## config.mk

```make
export PLATFORM = sky130hd
export DESIGN_NAME = axis_reg_slice
export DESIGN_NICKNAME = d
export VERILOG_FILES = /design/src/rtl/axis_reg_slice_pkg.sv /design/src/rtl/axis_reg_slice.sv
export SDC_FILE = /design/constraint.sdc
export NUM_CORES = 1
export LEC_CHECK = 0
export ABC_AREA = 0
export BUFFER_PORTS_ARGS = -buffer_cell sky130_fd_sc_hd__buf_2
export CAP_MARGIN = 20
export CORE_MARGIN = 1
export CORE_UTILIZATION = 50
export DETAILED_ROUTE_END_ITERATION = 8
export GPL_TIMING_DRIVEN = 0
export PLACE_DENSITY_LB_ADDON = 0.12
export SLEW_MARGIN = 25
export SYNTH_ARGS = -nofsm -noshare
export SYNTH_HDL_FRONTEND = slang
export SYNTH_SLANG_ARGS = --single-unit
export TNS_END_PERCENT = 30
```

## constraint.sdc

```tcl
create_clock -name clk -period 2.8 [get_ports clk]
set_input_delay 0.28 -clock clk [delete_from_list [all_inputs] [get_ports clk]]
set_output_delay 0.28 -clock clk [all_outputs]
set_load 0.03 [all_outputs]
```

## src/rtl/axis_reg_slice_pkg.sv

```systemverilog
// Shared definitions for the AXI-Stream register slice: mode encodings and
// the FULL-mode occupancy states.
package axis_reg_slice_pkg;

  localparam int MODE_FULL = 0;
  localparam int MODE_FWD  = 1;
  localparam int MODE_BWD  = 2;

  typedef enum logic [1:0] {
    ST_EMPTY = 2'd0,
    ST_ONE   = 2'd1,
    ST_TWO   = 2'd2
  } full_state_e;

  // State encoding doubles as the number of held beats.
  function automatic logic [1:0] state_level(input full_state_e s);
    return 2'(s);
  endfunction

endpackage

```

## src/rtl/axis_reg_slice.sv

```systemverilog
// AXI-Stream register slice: FULL (valid+ready registered), FWD (valid/data
// registered) or BWD (ready registered, skid buffer). Unknown MODE -> FULL.
module axis_reg_slice
  import axis_reg_slice_pkg::*;
#(
  parameter int DATA_W = 32,
  parameter int MODE   = MODE_FULL
) (
  input  logic              clk,
  input  logic              rst_n,
  input  logic [DATA_W-1:0] s_data,
  input  logic              s_valid,
  output logic              s_ready,
  output logic [DATA_W-1:0] m_data,
  output logic              m_valid,
  input  logic              m_ready,
  output logic [1:0]        level
);

  if (MODE == MODE_FWD) begin : g_fwd
    logic              valid_q;
    logic [DATA_W-1:0] data_q;

    assign s_ready = !valid_q || m_ready;

    always_ff @(posedge clk or negedge rst_n) begin
      if (!rst_n) begin
        valid_q <= 1'b0;
        data_q  <= '0;
      end else if (s_valid && s_ready) begin
        valid_q <= 1'b1;
        data_q  <= s_data;
      end else if (m_ready) begin
        valid_q <= 1'b0;
      end
    end

    assign m_valid = valid_q;
    assign m_data  = data_q;
    assign level   = {1'b0, valid_q};

  end else if (MODE == MODE_BWD) begin : g_bwd
    logic              ready_q;
    logic              skid_valid_q;
    logic              skid_valid_n;
    logic              push;
    logic              skid_load;
    logic [DATA_W-1:0] skid_q;

    // ready_q tracks !skid_valid once out of reset; gating the pass-through
    // with it keeps m_valid low during reset and the first cycle after it.
    assign push      = s_valid && ready_q;
    assign skid_load = push && !m_ready;

    always_comb begin
      skid_valid_n = skid_valid_q;
      if (skid_load)
        skid_valid_n = 1'b1;
      else if (skid_valid_q && m_ready)
        skid_valid_n = 1'b0;
    end

    always_ff @(posedge clk or negedge rst_n) begin
      if (!rst_n) begin
        ready_q      <= 1'b0;
        skid_valid_q <= 1'b0;
        skid_q       <= '0;
      end else begin
        ready_q      <= !skid_valid_n;
        skid_valid_q <= skid_valid_n;
        if (skid_load)
          skid_q <= s_data;
      end
    end

    assign s_ready = ready_q;
    assign m_valid = skid_valid_q || push;
    assign m_data  = skid_valid_q ? skid_q : (push ? s_data : '0);
    assign level   = {1'b0, skid_valid_q};

  end else begin : g_full
    full_state_e       state_q;
    full_state_e       state_n;
    logic              ready_q;
    logic              push;
    logic              pop;
    logic              main_from_s;
    logic              main_from_skid;
    logic              skid_load;
    logic [DATA_W-1:0] main_q;
    logic [DATA_W-1:0] skid_q;

    assign push = s_valid && ready_q;
    assign pop  = (state_q != ST_EMPTY) && m_ready;

    always_comb begin
      state_n        = state_q;
      main_from_s    = 1'b0;
      main_from_skid = 1'b0;
      skid_load      = 1'b0;
      case (state_q)
        ST_EMPTY: if (push) begin
          state_n     = ST_ONE;
          main_from_s = 1'b1;
        end
        ST_ONE: begin
          if (push && pop) begin
            main_from_s = 1'b1;
          end else if (push) begin
            state_n   = ST_TWO;
            skid_load = 1'b1;
          end else if (pop) begin
            state_n = ST_EMPTY;
          end
        end
        ST_TWO: if (pop) begin
          state_n        = ST_ONE;
          main_from_skid = 1'b1;
        end
        default: state_n = ST_EMPTY;
      endcase
    end

    always_ff @(posedge clk or negedge rst_n) begin
      if (!rst_n) begin
        state_q <= ST_EMPTY;
        ready_q <= 1'b0;
        main_q  <= '0;
        skid_q  <= '0;
      end else begin
        state_q <= state_n;
        ready_q <= (state_n != ST_TWO);
        if (main_from_s)
          main_q <= s_data;
        else if (main_from_skid)
          main_q <= skid_q;
        if (skid_load)
          skid_q <= s_data;
      end
    end

    assign s_ready = ready_q;
    assign m_valid = (state_q != ST_EMPTY);
    assign m_data  = main_q;
    assign level   = state_level(state_q);
  end

endmodule
```

==> impl_metrics.ini, run 1 <==
[flow_run]
drv_cap = 0

[sta]
final.period_utilization_pct = 58.9
tightest_slew_ns = 0.503
hold_viol = 0
finClkSkew_ns = 0.00887
fin_crit_ns = 1.65
setup_viol = 0
hold_slack_ns = 0.191
fmax_mhz = 607
rsz0062_at_grt = false
slew_viol_final = 0
maxSlewHeadroom_pct = 66.5
tns_ns = 0

[placement]
gp_congestion = 0.746
post-dp-hpwl_um = 3670
dpl_cell_area_sq_mm = 0.00340
io_buffers = 71

[routing]
drc = 0
wirelength_um = 5500
vias = 1842
viasPerCell = 5.22
drt_first_pass_iters = 4
dr.first_iter.drc_count = 85
postRouteAntennaNets = 0
route.detailed.wl_per_inst_um = 15.6

[pwr]
vdd_drop_max_uv = 636
power_leakage_nw = 1.77
p_per_area_mw_per_mm2 = 1180
total_power_mw = 4.29

[clock_tree]
clockBufferDepth = 2
root_buffer = clkbuf_8
cts_max_level = 3
postCtsSetupBuffers = 0
clock_latency_ns = 0.33
clock_sinks = 67
cts_tree = built
cts-buffers-inserted = 9
clk_pin_slew_ns = 0.08

[min_path]
hold_path.class = in2reg
hold_start = s_data[24]
holdPathStages = 2

[global_route]
grt_pass1_vias = 1887
track_usage_pct = 19.9
antenna_found_initial = 0
grt_overflow = 0
grt_pass1_wl_um = 9400
grt_max_degree = 50

[synthesis]
netlist_area_sq_mm = 0.00293
synth_seq_cells = 67
synth_seq_area_share_pct = 57.3
ys_types = 21
synth_cells = 192
synthesis.nets = 228
syn_avg_cell_area_sq_um = 15.2
ys.warnings.count = 0

[critical_path]
cp.arrival_ns = 1.85
reg2reg_depth = 5
crit_path_end_kind = register
start_kind = register
setup.worst_path.start = level[1]
crit_type = reg2reg
cp.required_ns = 3.01
r2r_start = level[1]
crit_fanout = 10

[floorplanning]
io-pin-count = 72
die_area_sq_mm = 0.00617
initial_core_util_pct = 52.5
die_x_um = 78.5
die_y_um = 78.5
core_sq_mm = 0.00557
rows = 27

[finish]
syn_to_final_growth_pct = 24.0
diodes = 0
nFillCells = 428
final_layout_size_suffix_gt1_share_pct = 47.7
final_area_sq_mm = 0.00363
nets = 312

[run_status]
status = finished, final reports clean
## registers in the layout, summed over array words and instances (netlist names)
| name | cells |
|---|---|
| level | 2 |
| m_data | 32 |
| g_full.skid_q | 32 |
| s_ready | 1 |
## final timing paths
kind,endpoint,slack (ns)
max in group asynchronous,m_data[11],1.91
hold / removal,m_data[24],0.19
setup / recovery,g_full.skid_q[18],1.15
min in group asynchronous,m_data[16],0.36
setup reg to reg,g_full.skid_q[18],1.15
hold reg to reg,g_full.skid_q[31],0.50
## cell families (layout without fill, tap and decap cells)
logic type,count (synthesis),after routing,share of synthesized area (%)
flip-flops,67,67,57.3
AND/OR/NAND/NOR,43,43,9.57
AO/OA/AOI/OAI,34,34,11.8
multiplexers,34,34,16.8
buffers and inverters,14,103,4.53
## area by class of cell
class,count,area (sq um),area share [%]
well taps,72,90.1,2.48
clock inverters,6,88.8,2.45
clock buffers,10,128,3.52
multi-input cells,111,1120,30.8
repair buffers,73,395,10.9
flip-flops and latches,67,1680,46.2
plain buffers,14,133,3.65
## per-layer routing
metal	routed length (um)	track usage, %	vias to the layer above
met4	70	7.96	0
met2	2480	28.8	44
met3	197	4.42	6
met1	2760	29.0	912
li1	-	-	880
met5	0	0	-
## worst max-delay path, cell delays in order, from the launching register on
cell and delay [ns]:
dfrtp_1 0.45, and3b_2 0.32, and2_4 0.16, buf_6 0.14, buf_12 0.15, mux2_4 0.30
## metrics by stage
stage	utilization, %	setup slack [ns]	std cells
after floorplan	-	1.14	192
after global placement	60.5	1.15	335
after detailed placement	61.1	1.15	336
after CTS	65.1	1.14	353
after global routing	65.1	1.05	353
final	65.1	1.15	353
## cell usage after synthesis (all sizes together)
master  count  area share, %
a211oi      1           0.68
a221o      32             11
and2       33            7.1
and3b       2           0.64
and4bb      1           0.43
buf         8            3.8
clkbuf      6           0.77
dfrtp      67             57
mux2       32             16
mux2i       2           0.68
nand2       1           0.13
nor2        2           0.26
nor2b       1           0.21
nor3        1           0.34
o21ai       1           0.17
or2         2           0.43
## where the power goes
part / switching, mW / total (mW) / internal (mW)
combinational: 0.923 / 1.75 / 0.830
sequential: 0.236 / 1.67 / 1.43
clock: 0.372 / 0.875 / 0.503
total: 1.53 / 4.29 / 2.76
## repair_timing
action                    in CTS  in global routing
gates resized for setup        0                  0
hold buffers                   1                  0
hold endpoints to repair      18                  0
## cell usage in the layout (no fill, tap or decap)
cell type      count
or2_2              2
clkinvlp_4         2
o21ai_0            1
dfrtp_1           67
and2_1            32
nor2_1             2
mux2_4            30
buf_12             3
nand2_1            1
and2_4             1
and3b_2            1
nor3_2             1
inv_6              1
a211oi_4           1
dlygate4sd3_1      1
bufinv_16          2
clkbuf_1           7
mux2i_1            2
buf_6              4
and3b_1            1
a221o_1           32
buf_2             71
clkinv_2           1
buf_4              1
and4bb_2           1
clkbuf_8           9
mux2_2             2
buf_16             1
nor2b_1            1
Power figures use the tool's default switching activity.
==> inputs of run 2 (changes only) <==
==> constraint.sdc (replaced) <==
create_clock -name clk -period 1.6 [get_ports clk]
set_input_delay 0.16 -clock clk [delete_from_list [all_inputs] [get_ports clk]]
set_output_delay 0.16 -clock clk [all_outputs]
set_load 0.03 [all_outputs]
==> impl_metrics.ini, run 2 (synthesized netlist as in run 1, its figures left out) <==
[run_status]
status = complete, but fails checks
violations = negative setup slack

[sta]
setup_viol = 4
fmax_mhz = 622
maxSlewHeadroom_pct = 76.1
fin_crit_ns = 1.61
final.period_utilization_pct = 100
fin_ws_ns = -0.00732
rsz0062_at_grt = true
slew_viol_final = 0
hold_viol = 0
tightest_slew_ns = 0.357
hold_slack_ns = 0.0635
finClkSkew_ns = 0.00798
tns_ns = -0.0152

[clock_tree]
cts_tree = built
clk_pin_slew_ns = 0.08
clock_sinks = 67
cts_max_level = 3
clock_latency_ns = 0.33
cts-buffers-inserted = 9
root_buffer = clkbuf_8
clockBufferDepth = 2

[floorplanning]
die_x_um = 78.5
die_area_sq_mm = 0.00617
rows = 27
die_y_um = 78.5
io-pin-count = 72
initial_core_util_pct = 52.5
core_sq_mm = 0.00557

[routing]
viasPerCell = 5.35
dr.first_iter.drc_count = 89
drt_first_pass_iters = 4
drc = 0
route.detailed.wl_per_inst_um = 16.2
vias = 1930
wirelength_um = 5860
postRouteAntennaNets = 0

[critical_path]
crit_fanout = 10
crit_type = reg2reg
reg2reg_depth = 6
crit_path_end_kind = register
start_kind = register
cp.required_ns = 1.81
cp.arrival_ns = 1.82

[global_route]
track_usage_pct = 21.0
grt_overflow = 0
grt_max_degree = 51
grt_pass1_wl_um = 9870
antenna_found_initial = 0
grt_pass1_vias = 2029

[placement]
io_buffers = 71
dpl_cell_area_sq_mm = 0.00341
post-dp-hpwl_um = 3890
post-place-ws_ns = -0.0424
gp_congestion = 0.724

[finish]
diodes = 0
final_common_cell = buf_2
final_area_sq_mm = 0.00371
post-route-util_pct = 66.6
syn_to_final_growth_pct = 26.7
final_layout_size_suffix_gt1_share_pct = 52.6
nets = 320
layout_common_cells = 71 x buf_2, 64 x dfrtp_1, 32 x and2_1, 32 x a221o_1, 30 x mux2_4

[pwr]
vdd_drop_max_uv = 1090
p_per_area_mw_per_mm2 = 2050
power_leakage_nw = 1.83

[min_path]
hold_path.class = in2reg
holdPathStages = 2

[flow_run]
drv_cap = 0
-- run 2: changes by cell type in the layout (fill, tap and decap cells not counted), moves of 3 or more --
cell / change
buf_8: +3
dfrtp_2: +3
clkbuf_1: -7
clkbuf_2: +6
dfrtp_1: -3
buf_4: +5
-- run 2: area by class of cell --
class	instances	area [sq um]
Clock inverter	6	65.1
Tap cell	72	90.1
Clock buffer	10	138
Multi-Input combinational cell	111	1120
Timing Repair Buffer	81	467
Fill cell	432	1860
Buffer	14	151
Sequential cell	67	1680
-- run 2: worst paths after layout --
path / from / slack (ns) / to
setup / recovery: level[1] / -0.007 / m_data[1]
hold / removal: s_data[24] / 0.06 / m_data[24]
setup reg to reg: level[1] / -0.007 / m_data[1]
hold reg to reg: g_full.skid_q[23] / 0.50 / g_full.skid_q[23]
max in group asynchronous: rst_n / 0.82 / level[0]
min in group asynchronous: rst_n / 0.24 / m_data[19]
-- run 2: report_power, final --
part           internal, mW  leakage [nW]  switching, mW  total, mW
clock network         0.762         0.102          0.653       1.41
logic                  1.58         0.916           1.66       3.24
registers              2.51         0.812          0.431       2.94
-- run 2: per-layer routing --
metal | global-route usage [%] | up-vias | routed length (um) | share of wire, %
li1 | - | 893 | - | -
met1 | 27.8 | 981 | 2690 | 46
met2 | 33.7 | 48 | 2860 | 49
met3 | 5.23 | 8 | 247 | 4.2
met4 | 7.22 | 0 | 61 | 1.0
met5 | 0 | - | 0 | 0
-- run 2: critical path: stages (launching register included) --
cell	delay, ns
dfrtp_2	0.44
and3b_2	0.28
buf_6	0.11
a211oi_4	0.06
buf_6	0.14
buf_8	0.13
a221o_1	0.33
-- run 2: stage by stage --
| step | instances | total power, mW |
|---|---|---|
| after CTS | 355 | 7.53 |
| final | 361 | 7.60 |
| after detailed placement | 336 | 6.06 |
| after global placement | 335 | 5.97 |
| after global routing | 361 | 8.03 |
| after floorplan | 192 | 5.21 |
-- run 2: repair_timing --
| item | in CTS | in global routing |
|---|---|---|
| endpoints found under the hold margin | 17 | 0 |
| hold buffers | 1 | 0 |
| cloned | 0 | 1 |
| resized for setup | 4 | 11 |
| pin swaps | 1 | 27 |
| buffers inserted | 2 | 5 |
| setup endpoints to repair | 60 | 60 |
